[config.mk]
export PLATFORM = sky130hd
export DESIGN_NAME = call_stack_ctrl
export DESIGN_NICKNAME = d
export VERILOG_FILES = /design/src/rtl/callstk_pkg.sv /design/src/rtl/call_stack_ctrl.sv
export SDC_FILE = /design/constraint.sdc
export NUM_CORES = 1
export LEC_CHECK = 0
export CAP_MARGIN = 0
export CORE_UTILIZATION = 36
export CTS_CLUSTER_SIZE = 10
export DETAILED_ROUTE_END_ITERATION = 10
export PLACE_DENSITY_LB_ADDON = 0.08
export SLEW_MARGIN = 20
export SYNTH_ARGS = -nofsm -noshare
export SYNTH_HDL_FRONTEND = slang
export SYNTH_SLANG_ARGS = --single-unit
[constraint.sdc]
create_clock -name clk -period 1.94 [get_ports clk]
set_input_delay 0.388 -clock clk [delete_from_list [all_inputs] [get_ports clk]]
set_output_delay 0.388 -clock clk [all_outputs]
set_load 0.01 [all_outputs]
[src/rtl/callstk_pkg.sv]
// Shared types and constants for the call-stack controller and its attached LIFO stack.
package callstk_pkg;

  localparam int unsigned CALLSTK_DATA_W = 16;
  localparam int unsigned CALLSTK_DEPTH  = 16;

  localparam logic OP_CALL = 1'b1;
  localparam logic OP_RET  = 1'b0;

  typedef enum logic [2:0] {
    IDLE,
    PUSH,
    POP,
    CAPT,
    RESP
  } state_t;

endpackage

[src/rtl/call_stack_ctrl.sv]
// CALL/RET request controller driving a 16-bit return-address LIFO stack.
// Overflow/underflow guarding is enabled by defining CALL_STACK_CTRL_GUARD_EN.
module call_stack_ctrl
  import callstk_pkg::*;
#(
  parameter int unsigned DATA_W = CALLSTK_DATA_W,
  parameter int unsigned DEPTH  = CALLSTK_DEPTH,
  parameter int unsigned CNT_W  = $clog2(DEPTH) + 1
) (
  input  logic              clk,
  input  logic              rst_n,
  input  logic              req_valid,
  output logic              req_ready,
  input  logic              req_op,
  input  logic [DATA_W-1:0] req_addr,
  output logic              rsp_valid,
  output logic [DATA_W-1:0] rsp_addr,
  output logic              rsp_err,
  output logic [CNT_W-1:0]  depth,
  output logic              stk_enable,
  output logic              stk_operation,
  output logic [DATA_W-1:0] stk_data_in,
  input  logic [DATA_W-1:0] stk_data_out,
  input  logic              stk_full,
  input  logic              stk_empty
);

  localparam logic [CNT_W-1:0] DEPTH_MAX = CNT_W'(DEPTH - 1);

  state_t              state_q;
  state_t              state_d;
  logic                req_ready_d;
  logic                rsp_valid_d;
  logic                rsp_err_d;
  logic [DATA_W-1:0]   rsp_addr_d;
  logic [CNT_W-1:0]    depth_d;
  logic                stk_enable_d;
  logic                stk_operation_d;
  logic [DATA_W-1:0]   stk_data_in_d;

  logic                accept_c;
  logic                block_call_c;
  logic                block_ret_c;

  assign accept_c = req_valid & req_ready;

`ifdef CALL_STACK_CTRL_GUARD_EN
  assign block_call_c = stk_full;
  assign block_ret_c  = stk_empty;
`else
  // The stack itself absorbs overflow/underflow; its status flags go unobserved.
  logic unused_flags_c;
  assign unused_flags_c = stk_full | stk_empty;
  assign block_call_c   = 1'b0;
  assign block_ret_c    = 1'b0;
`endif

  // Next-state and next-output decode; every output is registered from its _d value.
  always_comb begin
    state_d         = state_q;
    req_ready_d     = 1'b0;
    rsp_valid_d     = 1'b0;
    rsp_err_d       = 1'b0;
    rsp_addr_d      = '0;
    depth_d         = depth;
    stk_enable_d    = 1'b0;
    stk_operation_d = 1'b0;
    stk_data_in_d   = '0;

    unique case (state_q)
      IDLE: begin
        req_ready_d = 1'b1;
        if (accept_c) begin
          req_ready_d = 1'b0;
          if (req_op == OP_CALL) begin
            if (block_call_c) begin
              state_d     = RESP;
              rsp_valid_d = 1'b1;
              rsp_err_d   = 1'b1;
            end else begin
              state_d         = PUSH;
              stk_enable_d    = 1'b1;
              stk_operation_d = 1'b1;
              stk_data_in_d   = req_addr;
            end
          end else begin
            if (block_ret_c) begin
              state_d     = RESP;
              rsp_valid_d = 1'b1;
              rsp_err_d   = 1'b1;
            end else begin
              state_d         = POP;
              stk_enable_d    = 1'b1;
              stk_operation_d = 1'b0;
            end
          end
        end
      end

      PUSH: begin
        if (depth != DEPTH_MAX) begin
          depth_d = depth + CNT_W'(1);
        end
        state_d     = RESP;
        rsp_valid_d = 1'b1;
      end

      POP: begin
        if (depth != '0) begin
          depth_d = depth - CNT_W'(1);
        end
        state_d = CAPT;
      end

      // Stack data_out is valid here, one cycle after the pop strobe.
      CAPT: begin
        state_d     = RESP;
        rsp_valid_d = 1'b1;
        rsp_addr_d  = stk_data_out;
      end

      RESP: begin
        state_d     = IDLE;
        req_ready_d = 1'b1;
      end

      default: begin
        state_d     = IDLE;
        req_ready_d = 1'b1;
      end
    endcase
  end

  // State and output registers; reset aborts any in-flight operation.
  always_ff @(posedge clk or negedge rst_n) begin
    if (!rst_n) begin
      state_q       <= IDLE;
      req_ready     <= 1'b1;
      rsp_valid     <= 1'b0;
      rsp_err       <= 1'b0;
      rsp_addr      <= '0;
      depth         <= '0;
      stk_enable    <= 1'b0;
      stk_operation <= 1'b0;
      stk_data_in   <= '0;
    end else begin
      state_q       <= state_d;
      req_ready     <= req_ready_d;
      rsp_valid     <= rsp_valid_d;
      rsp_err       <= rsp_err_d;
      rsp_addr      <= rsp_addr_d;
      depth         <= depth_d;
      stk_enable    <= stk_enable_d;
      stk_operation <= stk_operation_d;
      stk_data_in   <= stk_data_in_d;
    end
  end

  a_depth_bounded : assert property (@(posedge clk) disable iff (!rst_n)
    depth <= DEPTH_MAX);

  a_strobe_only_in_op : assert property (@(posedge clk) disable iff (!rst_n)
    stk_enable |-> (state_q == PUSH || state_q == POP));

  a_ready_only_idle : assert property (@(posedge clk) disable iff (!rst_n)
    req_ready == (state_q == IDLE));

endmodule
# Word level (Yosys, flattened, before mapping)
# Cells that the tools add are included.
dict set report totals {
  regBits 44
  elab_cells 42
}
dict set report op_classes {
  n_eq_ne 7
  n_reduce_logical 6
  n_mux 18
  n_bitwise 1
  n_addsub 2
}
# cell n
set op_table {}
lappend op_table {{16-bit 2-to-1 mux} 4}
lappend op_table {{5-bit 2-to-1 mux} 2}
lappend op_table {{5-bit one-hot mux with 2 select lines} 1}
lappend op_table {{3-bit one-hot mux with 3 select lines} 1}
lappend op_table {{1-bit 2-to-1 mux} 7}
lappend op_table {{3-bit by 2-bit equality test with 1-bit output (second input constant)} 2}
lappend op_table {{2-bit inequality test (second input constant)} 3}
lappend op_table {{5-bit by 1-bit adder with 5-bit output (second input constant)} 1}
lappend op_table {{5-bit by 4-bit inequality test with 1-bit output (second input constant)} 1}
lappend op_table {{5-bit nonzero test} 1}
lappend op_table {{5-bit by 1-bit subtractor with 5-bit output (second input constant)} 1}
lappend op_table {{3-bit by 1-bit equality test with 1-bit output (second input constant)} 1}
lappend op_table {{3-bit zero test} 1}
lappend op_table {{3-bit 2-to-1 mux} 1}
lappend op_table {{3-bit AND reduction} 1}
lappend op_table {{3-bit OR reduction} 1}
lappend op_table {{2-bit 2-to-1 mux} 1}
lappend op_table {{1-bit one-hot mux with 2 select lines} 1}
lappend op_table {{2-bit nonzero test} 1}
lappend op_table {{2-bit OR reduction} 1}
lappend op_table {{1-bit bitwise AND} 1}

# Depth between registers and ports, before layout
dict set report logic_depth {
  ltp_word 3
  ltp_mapped 8
  depth_no_buf 7
}

# Worst setup path after synthesis
# Ideal clock, no wire load.
dict set report synth_path {
  path_kind {register -> register}
  startpoint {reg state_q[0]}
  endpoint {reg depth[2]}
  path_slack_ns -0.079
  arrival_time_ns 1.939
  path_stages_with_launch 8
  synth_period_minus_slack_ns 2.019
  n_path_buf 1
  path_cell_list {dfrtp_1 -> or3b_1 -> buf_2 -> xnor2_1 -> ha_1 -> or3_1 -> a221oi_2 -> xor2_1}
}
dict set report synth_via {
  elab_chain_cells 3
  elab_cells_between_ends 7
  classes_between {eq/ne (4); mux (1); reduce/logical (2)}
}
# item line_no
set synth_lines {}
lappend synth_lines {{start, declared} call_stack_ctrl.sv:30} ;# state_t state_q;
lappend synth_lines {{start signal, assigned} call_stack_ctrl.sv:147} ;# state_q <= state_d;
lappend synth_lines {{3-bit by 2-bit equality test with 1-bit output or 3-bit by 1-bit equality test with 1-bit output (tied branches)} call_stack_ctrl.sv:70} ;# unique case (state_q)
lappend synth_lines {{2-bit inequality test (no line) or 2-bit nonzero test (tied branches)} -}
lappend synth_lines {{3-bit AND reduction (no line)} -}
lappend synth_lines {{end signal, assigned} call_stack_ctrl.sv:152} ;# depth <= depth_d;
lappend synth_lines {{end, declared} call_stack_ctrl.sv:19} ;# output logic [CNT_W-1:0] depth,
# Several ways; a longest one is shown, not always the timed one.
# A chain may end at the register's enable or synchronous reset.

# Final worst setup path
# Ends and elaborated chain as after synthesis.

==> results.md <==
* NumNets Final at 249
* Worst vdd ir at 900 µV
* Final wirelength at 3.72 mm
* Most common cell after layout, fill and taps aside: clkdlybuf4s50_1
* Share of layout cells above drive strength 1 at 12.9%
* Syn avg cell area at 13.0 µm²
* Vias in the first global route at 1222
* H-tree levels at 2
* Residual DRC at 0
* First DRT Iteration DRCs at 50
* Area delta synth->final at 58.9%
* Busiest grt layer: met2
* Ports at 80
* Worst r2r dst: depth[2]$_DFFE_PN0P_
* Final antenna-violating net count at 0
* Worst Setup Start Kind: flop
* Met3 Usage GRT at 7.94%
* R2r startpoint: state_q[0]$_DFFE_PN0P_
* Total congestion overflow at 0
* FMAX at 0.503 GHz
* Post-synth top flop: dfrtp_1
* Outcome: finished with violations
* Synth Net Count at 168
* Cells after Synth at 128
* Final non-filler cell total at 262
* Setup TNS at -49.6 ps
* Met2 GRT Util at 23.7%
* Clk_lat worst skew at 290 ps
* R2R cell count at 6
* Site Rows at 24
* Tcrit/Tclk final at 103%
* WL/cell at 14.2 µm
* Clock skew at 10.2 ps
* Post-route setup slack at -49.6 ps
* CTS tree: built
* DR vias/cell at 4.92
* Setup violators final at 1
* Pre-antenna DRT Iters at 4
* Critical Path AT at 2210 ps
* Num CTS Buffers at 5
* Num Clock Sinks at 44
* Worst path cell trace: or3b_4 -> xnor2_2 -> ha_2 -> or3_4 -> a221oi_4 -> xor2_1
* CTS clk-pin slew, worst paths at 80 ps
* Tmin final at 1990 ps
* Die H at 70.0 µm
* Core area at 4410 µm²
* GR Layer Usage met1 at 19.4%
* Gate power share at 41.3%
* Max-cap violations at 0
* Clock power share at 21.7%
* Max incr delay on CP at 430 ps
* Cell Int Power at 0.00224 W
* DP Cell Count at 253
* CP startpoint: state_q[0]$_DFFE_PN0P_
* Hold_buf cts at 0
* Routability Congestion at 0.759
* Ys Warns at 0
* # port buffers at 76
* CP endpoint: depth[2]$_DFFE_PN0P_
* Worst slew pin tran at 828 ps
* Vias at 1290
* Max-slew headroom at 44.7%
* First-pass GRT wire length at 5.89 mm
* Min-delay worst type: in2async
* Unrepaired setup endpoints after global routing: yes
* Critical path type: reg2reg
* Fin. Hold Viols at 0
* Reg2Reg Setup Slack at -50 ps
* Initial antenna violation count at 0
* Largest net degree at the start of global routing at 27
* Synth cell types at 34
* Violated checks: negative setup slack
* Sequential area share after synthesis at 66.2%
* GRT Overall Usage at 15.8%
* Share of synthesized registers carrying an async set or reset at 100%
* Most frequent cells in the layout: clkdlybuf4s50_1 (75), dfrtp_1 (43), and3_1 (32), buf_4 (7), clkbuf_8 (6)
* DPL Wire Length at 2.53 mm
* Initial core utilization at 37.7%
* Sw power at 0.00111 W
* Max Transition Viols Final at 0
* Sequential power share at 37.0%
* Final hold slack at 81.2 ps
* Slowest cell on crit path: or3b_4
* Leakage at 1.31 nW
* Switching share of total power at 33.2%
* Number of synthesized register bits at 44
* EDFF count, synth at 0
* Root Buffer Master: clkbuf_8
* Nature of the critical path endpoint: flop
* Die footprint at 4900 µm²
* Worst Path Max Fanout at 4
* Clk buf depth at 2
* Mapped cell area at 1670 µm²
* Pwr Total at 0.00335 W
* Critical Path RT at 2160 ps
* PwrDens at 1270 nW/µm²
* Die width at 70.0 µm
* ANT cells at 0
layer usage:
| metal | share of wire (%) | vias to the layer above |
|---|---|---|
| met5 | 0 | - |
| met4 | 2.8 | 0 |
| met3 | 8.3 | 12 |
| met2 | 45 | 61 |
| met1 | 43 | 610 |
| li1 | - | 607 |
cell type report:
type | count | area [µm²]
clock inverter | 2 | 38.8
fill | 365 | 1770
multi-input combinational | 73 | 542
timing repair buffer | 83 | 808
tap | 52 | 65.1
inverter | 2 | 7.51
sequential | 44 | 1100
clock buffer | 6 | 82.6
registers in the layout, summed over array words and instances, names as in the netlist:
signal	cells
stk_data_in	16
depth	5
rsp_valid	1
rsp_addr	16
stk_enable	1
req_ready	1
stk_operation	1
state_q	3
worst max-delay path, delay by kind of cell (launching register included):
family          cells  cell delay [ps]
compound gates      1              260
simple gates        2              770
xor+xnor            2              310
fa+ha+maj           1              200
flops               1              380
repair_timing:
item	in CTS	in global routing
setup buffers	0	1
endpoints found under the setup margin	2	2
pin swaps	1	3
resized for setup	1	4
cells by family after synthesis:
family / share of synthesized area, %
XOR/XNOR: 2.63
flip-flops: 66.2
buffers and inverters: 3.68
other: 0.225
AND/OR/NAND/NOR: 18.4
multiplexers: 0.676
AO/OA/AOI/OAI: 6.69
adder cells (fa/ha/maj): 1.50
Yosys cell counts (2+ instances only):
cell type,count,area [µm²]
xnor2_1,2,17.5
nor2b_1,2,12.5
dfrtp_1,43,1080
a2bb2oi_1,2,17.5
inv_1,2,7.51
clkbuf_1,5,18.8
a211oi_1,2,15.0
nand2_1,5,18.8
ha_1,2,25.0
and3_1,32,200
buf_6,2,22.5
xor2_1,3,26.3
nor2_1,3,11.3
a21oi_1,2,10.0
nor3_1,2,10.0
power by group through the flow:
| stage | clock (W) | sequential [W] | combinational, W |
|---|---|---|---|
| detailed placement | 0 | 0.00125 | 0.00129 |
| global route | 0.000797 | 0.00127 | 0.00151 |
| global placement | 0 | 0.00124 | 0.00126 |
| CTS | 0.000755 | 0.00123 | 0.00131 |
| floorplan | 0 | 0.00131 | 0.000701 |
| finish | 0.000727 | 0.00124 | 0.00138 |
per-stage QoR:
step	cell area (µm²)	worst slack, ps	util [%]
2_1_floorplan	1670	-18.8	-
3_3_place_gp	2490	-23.0	56.3
3_5_place_dp	2490	-85.2	56.3
4_1_cts	2610	-17.4	59.1
5_1_grt	2650	-139	59.9
6_report	2650	-49.6	59.9
worst min-delay path by stage:
stage | from | end | slack (ps) | depth (start not counted)
6_report | rst_n | depth[2]$_DFFE_PN0P_ | 80 | 1
5_1_grt | rst_n | rsp_addr[5]$_DFF_PN0_ | 110 | 1
4_1_cts | rst_n | rsp_addr[5]$_DFF_PN0_ | 90 | 1
3_5_place_dp | rst_n | rsp_addr[15]$_DFF_PN0_ | 420 | 1
3_3_place_gp | rst_n | rsp_addr[3]$_DFF_PN0_ | 400 | 1
2_1_floorplan | rst_n | depth[0]$_DFFE_PN0P_ | 90 | 0
Note: power is estimated with default switching activity, not from simulation.
